==> src/rtl/fetch_pkg.sv <==
// Shared types and default widths for the instruction prefetch queue.
package fetch_pkg;

  localparam int FETCH_ADDR_W  = 8;
  localparam int FETCH_DATA_W  = 8;
  localparam int FETCH_STATS_W = 8;

  typedef struct packed {
    logic [FETCH_DATA_W-1:0] data;
    logic [FETCH_ADDR_W-1:0] addr;
  } fetch_entry_t;

endpackage

==> src/rtl/fetch_queue_if.sv <==
// Memory read port plus consumer handshake of the prefetch queue.
// The master modport is the prefetch side; slave is memory/control unit side.
interface fetch_queue_if
  import fetch_pkg::*;
#(
  parameter int ADDR_W = FETCH_ADDR_W,
  parameter int DATA_W = FETCH_DATA_W
);
  logic [ADDR_W-1:0] address;
  logic              mem_clock;
  logic              mem_write;
  logic [DATA_W-1:0] from_mem;
  logic [DATA_W-1:0] instr;
  logic [ADDR_W-1:0] instr_addr;
  logic              instr_valid;
  logic              instr_ready;
  logic              redirect;
  logic [ADDR_W-1:0] redirect_target;

  modport master (
    output address, mem_clock, mem_write, instr, instr_addr, instr_valid,
    input  from_mem, instr_ready, redirect, redirect_target
  );

  modport slave (
    input  address, mem_clock, mem_write, instr, instr_addr, instr_valid,
    output from_mem, instr_ready, redirect, redirect_target
  );
endinterface

==> src/rtl/fetch_fifo.sv <==
// Small FIFO of {data, addr} entries with flush; head reads as zero when empty.
module fetch_fifo
  import fetch_pkg::*;
#(
  parameter int  DEPTH = 4,
  localparam int PTR_W = $clog2(DEPTH),
  localparam int CNT_W = $clog2(DEPTH + 1)
) (
  input  logic               clock,
  input  logic               reset,
  input  logic               flush,
  input  logic               push,
  input  fetch_entry_t       push_entry,
  input  logic               pop,
  output fetch_entry_t       head,
  output logic               head_valid,
  output logic [CNT_W-1:0]   count
);

  fetch_entry_t     mem [DEPTH];
  logic [PTR_W-1:0] rd_ptr;
  logic [PTR_W-1:0] wr_ptr;
  logic             pop_ok;

  assign head_valid = (count != '0);
  assign pop_ok     = pop && head_valid;
  // Masking keeps the head defined while the unreset storage is still X.
  assign head       = head_valid ? mem[rd_ptr] : '0;

  always_ff @(posedge clock or posedge reset) begin
    if (reset) begin
      rd_ptr <= '0;
      wr_ptr <= '0;
      count  <= '0;
    end else if (flush) begin
      rd_ptr <= '0;
      wr_ptr <= '0;
      count  <= '0;
    end else begin
      if (push)   wr_ptr <= wr_ptr + PTR_W'(1);
      if (pop_ok) rd_ptr <= rd_ptr + PTR_W'(1);
      case ({push, pop_ok})
        2'b10:   count <= count + CNT_W'(1);
        2'b01:   count <= count - CNT_W'(1);
        default: count <= count;
      endcase
    end
  end

  always_ff @(posedge clock) begin
    if (push && !flush) mem[wr_ptr] <= push_entry;
  end

endmodule

==> src/rtl/fetch_queue.sv <==
// Instruction prefetch: issues sequential byte reads ahead of the control unit.
// Optional FETCH_QUEUE_STATS_EN adds a saturating discard_count output.
module fetch_queue
  import fetch_pkg::*;
#(
  parameter int DEPTH  = 4,
  parameter int ADDR_W = FETCH_ADDR_W,
  parameter int DATA_W = FETCH_DATA_W
) (
  input  logic clock,
  input  logic reset,
`ifdef FETCH_QUEUE_STATS_EN
  output logic [FETCH_STATS_W-1:0] discard_count,
`endif
  fetch_queue_if.master bus
);

  localparam int CNT_W = $clog2(DEPTH + 1);

  logic [ADDR_W-1:0] fetch_pc;
  logic [ADDR_W-1:0] mem_addr;
  logic              mem_strobe;
  logic              inflight;
  logic [CNT_W-1:0]  count;
  logic [CNT_W:0]    occupancy;
  logic              issue;
  logic              push;
  logic              pop;
  logic [DATA_W-1:0] rsp_data;
  fetch_entry_t      push_entry;
  fetch_entry_t      head;
  logic              head_valid;

  // Reservations count the outstanding read; a same-cycle pop earns no credit.
  assign occupancy  = (CNT_W+1)'(count) + (CNT_W+1)'(inflight);
  assign issue      = !bus.redirect && (occupancy < (CNT_W+1)'(DEPTH));
  assign push       = inflight && !bus.redirect;
  assign pop        = head_valid && bus.instr_ready;
  assign rsp_data   = bus.from_mem;
  assign push_entry = '{data: rsp_data, addr: mem_addr};

  always_ff @(posedge clock or posedge reset) begin
    if (reset) begin
      fetch_pc   <= '0;
      mem_addr   <= '0;
      mem_strobe <= 1'b0;
      inflight   <= 1'b0;
    end else if (bus.redirect) begin
      fetch_pc   <= bus.redirect_target;
      mem_strobe <= 1'b0;
      inflight   <= 1'b0;
    end else begin
      mem_strobe <= issue;
      inflight   <= issue;
      if (issue) begin
        mem_addr <= fetch_pc;
        fetch_pc <= fetch_pc + ADDR_W'(1);
      end
    end
  end

  fetch_fifo #(.DEPTH(DEPTH)) u_fifo (
    .clock      (clock),
    .reset      (reset),
    .flush      (bus.redirect),
    .push       (push),
    .push_entry (push_entry),
    .pop        (pop),
    .head       (head),
    .head_valid (head_valid),
    .count      (count)
  );

  assign bus.address     = mem_addr;
  assign bus.mem_clock   = mem_strobe;
  assign bus.mem_write   = 1'b0;
  assign bus.instr       = head.data;
  assign bus.instr_addr  = head.addr;
  assign bus.instr_valid = head_valid;

`ifdef FETCH_QUEUE_STATS_EN
  function automatic logic [FETCH_STATS_W-1:0] sat_add(
    input logic [FETCH_STATS_W-1:0] acc,
    input logic [CNT_W:0]           inc
  );
    logic [FETCH_STATS_W:0] sum;
    sum = {1'b0, acc} + (FETCH_STATS_W+1)'(inc);
    return sum[FETCH_STATS_W] ? '1 : sum[FETCH_STATS_W-1:0];
  endfunction

  always_ff @(posedge clock or posedge reset) begin
    if (reset)             discard_count <= '0;
    else if (bus.redirect) discard_count <= sat_add(discard_count, occupancy);
  end
`endif

endmodule

==> src/flat_wrapper.sv <==
// flat-port wrapper written by rule: the top's interface ports become plain ports
module fetch_queue_flat import fetch_pkg::*;
#(
  parameter int DEPTH  = 4,
  parameter int ADDR_W = FETCH_ADDR_W,
  parameter int DATA_W = FETCH_DATA_W
)
  (clock, reset, bus_address, bus_mem_clock, bus_mem_write, bus_instr, bus_instr_addr, bus_instr_valid, bus_from_mem, bus_instr_ready, bus_redirect, bus_redirect_target);
  fetch_queue_if #(.ADDR_W(ADDR_W), .DATA_W(DATA_W)) bus_i ();
  input  logic clock;
  input  logic reset;
  output wire logic [$bits(bus_i.address)-1:0] bus_address;
  output wire logic [$bits(bus_i.mem_clock)-1:0] bus_mem_clock;
  output wire logic [$bits(bus_i.mem_write)-1:0] bus_mem_write;
  output wire logic [$bits(bus_i.instr)-1:0] bus_instr;
  output wire logic [$bits(bus_i.instr_addr)-1:0] bus_instr_addr;
  output wire logic [$bits(bus_i.instr_valid)-1:0] bus_instr_valid;
  input wire logic [$bits(bus_i.from_mem)-1:0] bus_from_mem;
  input wire logic [$bits(bus_i.instr_ready)-1:0] bus_instr_ready;
  input wire logic [$bits(bus_i.redirect)-1:0] bus_redirect;
  input wire logic [$bits(bus_i.redirect_target)-1:0] bus_redirect_target;
  assign bus_address = bus_i.address;
  assign bus_mem_clock = bus_i.mem_clock;
  assign bus_mem_write = bus_i.mem_write;
  assign bus_instr = bus_i.instr;
  assign bus_instr_addr = bus_i.instr_addr;
  assign bus_instr_valid = bus_i.instr_valid;
  assign bus_i.from_mem = bus_from_mem;
  assign bus_i.instr_ready = bus_instr_ready;
  assign bus_i.redirect = bus_redirect;
  assign bus_i.redirect_target = bus_redirect_target;
  fetch_queue #(.DEPTH(DEPTH), .ADDR_W(ADDR_W), .DATA_W(DATA_W)) u_core (.clock(clock), .reset(reset), .bus(bus_i));
endmodule
==> config.mk <==
export PLATFORM = sky130hd
export DESIGN_NAME = fetch_queue_flat
export DESIGN_NICKNAME = d
export VERILOG_FILES = /design/src/rtl/fetch_pkg.sv /design/src/rtl/fetch_queue_if.sv /design/src/rtl/fetch_fifo.sv /design/src/rtl/fetch_queue.sv /design/src/flat_wrapper.sv
export SDC_FILE = /design/constraint.sdc
export NUM_CORES = 1
export LEC_CHECK = 0
export ABC_AREA = 1
export BUFFER_PORTS_ARGS = -buffer_cell sky130_fd_sc_hd__buf_2
export CELL_PAD_IN_SITES_DETAIL_PLACEMENT = 1
export CELL_PAD_IN_SITES_GLOBAL_PLACEMENT = 2
export CORE_UTILIZATION = 42
export CTS_BUF_LIST = sky130_fd_sc_hd__clkbuf_8
export CTS_CLUSTER_DIAMETER = 50
export DETAILED_ROUTE_END_ITERATION = 16
export PLACE_DENSITY_LB_ADDON = 0.12
export SYNTH_ARGS = -nofsm -noshare
export SYNTH_HDL_FRONTEND = slang
export SYNTH_SLANG_ARGS = --single-unit
export TNS_END_PERCENT = 20
==> constraint.sdc <==
create_clock -name clock -period 4.03 [get_ports clock]
set_input_delay 0 -clock clock [delete_from_list [all_inputs] [get_ports clock]]
set_output_delay 0 -clock clock [all_outputs]
set_load 0.1 [all_outputs]
* Word-level counts from Yosys, hierarchy flattened
Memory sizes are Yosys's and may differ from the RTL's.
Cells that the tools add are included.
** Operators by class
- Magnitude comparators :: 1
- Bitwise logic cells :: 1
- Add/subtract/negate cells :: 6
- Divide/modulo/power cells :: 0
- Mux-type cells :: 12
- Equality and inequality tests :: 2
- Shift-type cells :: 0
- Multiply operators :: 0
- Reduce and logical (&&, ||, !) cells :: 12
** Operators with widths (number)
- $mux W16 :: 1
- $mux W8 :: 2
- $add A8 B1 Y8 const B :: 1
- $mux W2 :: 4
- $pmux W3 S2 :: 1
- $reduce_bool A2 Y1 :: 3
- $reduce_bool A3 Y1 :: 2
- $logic_and A1 B1 Y1 :: 5
- $add A2 B1 Y2 const B :: 2
- $add A3 B1 Y4 :: 1
- $lt A4 B3 Y1 const B :: 1
- $add A3 B1 Y3 const B :: 1
- $mux W1 :: 3
- $mux W3 :: 1
- $sub A3 B1 Y3 const B :: 1
- $eq A2 B1 Y1 const B :: 1
- $eq A2 B2 Y1 const B :: 1
- $reduce_and A2 Y1 :: 1
- $logic_not A1 Y1 :: 1
- $not A1 Y1 :: 1
** Word-level totals
- Latch bits :: 0
- Bits in read-only memories :: 0
- Bits of input ports :: 20
- Memories :: 1
- Output and inout bits :: 27
- Memory bits (writable) :: 64
- Flip-flop bits (word level) :: 24
- Logic and storage cells :: 41
** Memories
- u_core.u_fifo.mem :: depth 4, bits a word 16, read ports 1, clocked after Yosys merged registers in 0, wr ports 1, line fetch_fifo.sv:20 : fetch_entry_t mem [DEPTH];

* Longest topological paths before layout
- Word-level depth :: 6
- Depth in mapped cells :: 11
- Gate-level depth less buffers :: 11

* By module
A second synthesis with hierarchy kept.
** Unflattened totals
- Cell total of the unflattened synthesis :: 375
- Area total of the unflattened synthesis :: 3973.8 um^2
** By module, submodules not included
- fetch_fifo :: instances 1, area an instance 3020.4 um^2, cells an instance 253
- fetch_queue :: instances 1, area an instance 953.4 um^2, cells an instance 122

* Least setup slack after synthesis
No wires, ideal clock.
- Path type :: reg-to-output
- Start :: reg u_core.u_fifo.count[0]
- End :: out bus_instr[0]
- Arrival time :: 3.179 ns
- Setup slack :: 0.851 ns
- Data required time :: 4.030 ns
- Cell stages (with the launch flop) :: 6
- Buffers on the path :: 1
- Cells stage by stage :: dfrtp_1 > nor2_1 > nand2_1 > inv_1 > buf_2 > a21oi_1
** On the way
- Word-level cells in the longest chain between the ends :: 2
** RTL lines
- start: declaration :: line fetch_fifo.sv:17 : output logic [CNT_W-1:0] count
- start signal: assignment :: line fetch_fifo.sv:43 : 2'b10: count <= count + CNT_W'(1);
- start signal: assignment :: line fetch_fifo.sv:44 : 2'b01: count <= count - CNT_W'(1);
- start signal: assignment :: line fetch_fifo.sv:45 : default: count <= count;
- $reduce_bool A3 Y1 :: line fetch_fifo.sv:25 : assign head_valid = (count != '0);
- via bus_instr_valid :: line flat_wrapper.sv:17 : output wire logic [$bits(bus_i.instr_valid)-1:0] bus_instr_valid;
- $mux W16 :: line fetch_fifo.sv:28 : assign head = head_valid ? mem[rd_ptr] : '0;
- end: declaration :: line flat_wrapper.sv:15 : output wire logic [$bits(bus_i.instr)-1:0] bus_instr;
The timed path passes the listed nets, and every way through them passes these cells.

* Worst setup path after layout
- Start :: reg u_core.u_fifo.rd_ptr[0]
- End :: out bus_instr_addr[6]
** On the way
- Word-level cells in the longest chain between the ends :: 2
** RTL lines
- start: declaration :: line fetch_fifo.sv:21 : logic [PTR_W-1:0] rd_ptr;
- start signal: assignment :: line fetch_fifo.sv:41 : if (pop_ok) rd_ptr <= rd_ptr + PTR_W'(1);
- $mem_v2 Z4 W16
- $mux W16 :: line fetch_fifo.sv:28
- end: declaration :: line flat_wrapper.sv:16 : output wire logic [$bits(bus_i.instr_addr)-1:0] bus_instr_addr;
Every way passes these cells.

==> results_dict.tcl <==
set metrics [dict create \
    max-clock-path-buffers 2 \
    slew_headroom_pct 36.22 \
    synthCells 346 \
    synth_cell_types 29 \
    cts.root.buffer_cell "clkbuf_8" \
    clkSinkCount 88 \
    hold_viol_final 0 \
    drc 0 \
    antenna_found_initial 0 \
    cpPeakStageDelay_ns 0.59 \
    cts_tree "built" \
    rows 34 \
    num-nets-final 434 \
    synth_ff_type "edfxtp_1" \
    firstDrtPassIters 4 \
    post-route-period-util_pct 58.61 \
    yosys_warnings 0 \
    ys_ff_latch 88 \
    crit_cells 4 \
    arrival_ns 2.36 \
    synth.top_cell.area_share_pct 51.13 \
    insertion_delay_ns 0.35 \
    post-cts-setup-buffers 0 \
    first_global_vias 2831 \
    rsz0062_at_grt "false" \
    ant_nets 0 \
    grt.overflow.total 0 \
    regToRegSetupSlack_ns 2.05 \
    io_pins 47 \
    r2r-end "u_core.u_fifo.count[2]" \
    max_freq_ghz 0.4233 \
    drtIter0Drc 64 \
    drive_above_1_share_pct 18.16 \
    slowest_stage "dfrtp_1" \
    cts_made_buffers 9 \
    holdBufCountCts 17 \
    yosysSeqAreaShare_pct 67.11 \
    grt_max_degree 35 \
    initial_core_util_pct 43.31 \
    start_kind "flip-flop" \
    crit_chain "inv_2 -> o21ai_0 -> a21oi_1 -> buf_2" \
    dieWidth_um 96.60 \
    routed_via_density 5.046 \
    cp.buffers_inverters 2 \
    synth_area_leaders "edfxtp_1 51%, dfrtp_1 16%, nor2_1 7.5%, o21ai_0 4.9%, nand2_1 4.9%" \
    critPathTopFamily "buffers and inverters" \
    mostFrequentLayoutCell "nor2_1" \
    syn_avg_cell_area_um2 10.86 \
    gp_congestion 0.7673 \
    synth_area_leader_cell "edfxtp_1" \
    run_status "finished clean" \
    grt_pass1_wl_um 13810 \
    clkTransAtPathRegs_ns 0.08 \
    crit_start "u_core.u_fifo.rd_ptr[0]" \
    finalSetupTns_ns 0 \
    netlist_area_um2 3759 \
    synth_edf_count 64 \
    setup_violations 0 \
    io_buffers 45 \
    grtUsageTotal_pct 18.84 \
    syn_to_final_growth_pct 18.08 \
    timing.rr.start "u_core.u_fifo.count[0]" \
    final_cell_mix "73 x nor2_1, 64 x edfxtp_1, 49 x nand2_1, 45 x buf_2, 37 x o21ai_0" \
    routed_wl_um 8178 \
    ff2ff_path_depth 11 \
    hold_path_class "primary input to flip-flop" \
    synth_fp_nets 372 \
    cp-endpoint "bus_instr_addr[6]" \
    cp_max_fo 34 \
    slew_viol_final 0 \
    maxCapViolations 0 \
    dieHeight_um 96.60 \
    worstHoldStart "bus_instr_ready" \
    htree_levels 3 \
    fin_crit_ns 2.362 \
    ctsResizeCount 0 \
    path_class "flip-flop to primary output" \
    wl_per_cell_um 15.70 \
    critPathCaptureType "primary output" \
    worst_pin_slew_ns 0.9556 \
    synthArstFlopShare_pct 27.27 \
    critPathRequiredTime_ns 4.03 \
    vias 2629 \
    die_area_um2 9332 \
    insertedDiodeCount 0 \
    skew_ns 0.006881 \
    core_area_um2 8678 \
    dp_hpwl_um 5414 \
]
-- tightest hold or removal path, cell delays in order --
cell and delay [ns]:
buf_2 0.13, a21oi_1 0.14, nor3_1 0.05
-- metal layers --
metal / part of all wire (%) / wire length (um) / track usage (%)
met1: 46 / 3774 / 23.72
met2: 50 / 4061 / 32.39
met3: 2.9 / 238 / 3.902
met4: 1.3 / 104 / 6.315
met5: 0 / 0 / 0
-- worst min-delay path by stage --
stage / end / slack (ns) / cells past startpoint
after floorplan: u_core.bus.address[0] / 0.01 / 1
final: u_core.u_fifo.rd_ptr[0] / 0.02 / 3
after global routing: u_core.u_fifo.rd_ptr[1] / 0.04 / 2
after detailed placement: u_core.u_fifo.mem[3][9] / 0.22 / 1
after CTS: u_core.u_fifo.rd_ptr[0] / 0.005 / 3
after global placement: u_core.u_fifo.mem[1][8] / 0.22 / 1
-- state kept, by name (all words and copies together), names as in the netlist --
name,cells
u_core.bus.address,8
u_core.bus.mem_clock,1
u_core.fetch_pc,8
u_core.u_fifo.count,3
u_core.u_fifo.mem,64
u_core.u_fifo.rd_ptr,2
u_core.u_fifo.wr_ptr,2
-- cell usage after synthesis (2+ instances only) --
master	instances
xor2_1	3
inv_1	20
nand2_1	49
inv_2	4
nor2_1	75
o211ai_2	2
buf_2	8
nand4_1	4
clkbuf_1	4
o211ai_1	3
dfrtp_1	24
ha_1	5
xnor2_1	2
nand3_1	7
edfxtp_1	64
a21oi_1	17
o21ai_0	37
o21ai_1	7
-- stage by stage --
step	instance area (um2)	cells	hold slack, ns	setup WS (ns)	util (%)
after floorplan	3759	346	0.01462	0.8506	-
after global placement	4073	488	0.2162	2.061	46.93
after detailed placement	4073	488	0.2248	2.012	46.93
after CTS	4438	521	0.005413	1.614	51.14
after global routing	4438	521	0.03962	1.477	51.14
final	4438	521	0.02153	1.668	51.14
-- final cells by class --
class	count	area [um2]
Timing Repair Buffer	65	417.9
Clock buffer	9	123.9
Sequential cell	88	2522
Multi-Input combinational cell	219	1074
Tap cell	108	135.1
Clock inverter	7	71.32
Fill cell	988	4240
Inverter	25	93.84
-- kinds of logic (layout without fill, tap and decap cells) --
logic type / after synthesis / in the layout / share of synthesized area [%]
AND/OR/NAND/NOR: 139 / 139 / 15.18
buffers and inverters: 39 / 106 / 4.460
other: 1 / 1 / 0.09977
XOR/XNOR: 5 / 5 / 1.165
AO/OA/AOI/OAI: 68 / 68 / 9.787
adder cells (fa/ha/maj): 6 / 6 / 2.197
flip-flops: 88 / 88 / 67.11
Power is left out: the tool's default activity adds up to more than one toggle a clock period on the data nets, which glitch-free logic cannot reach.
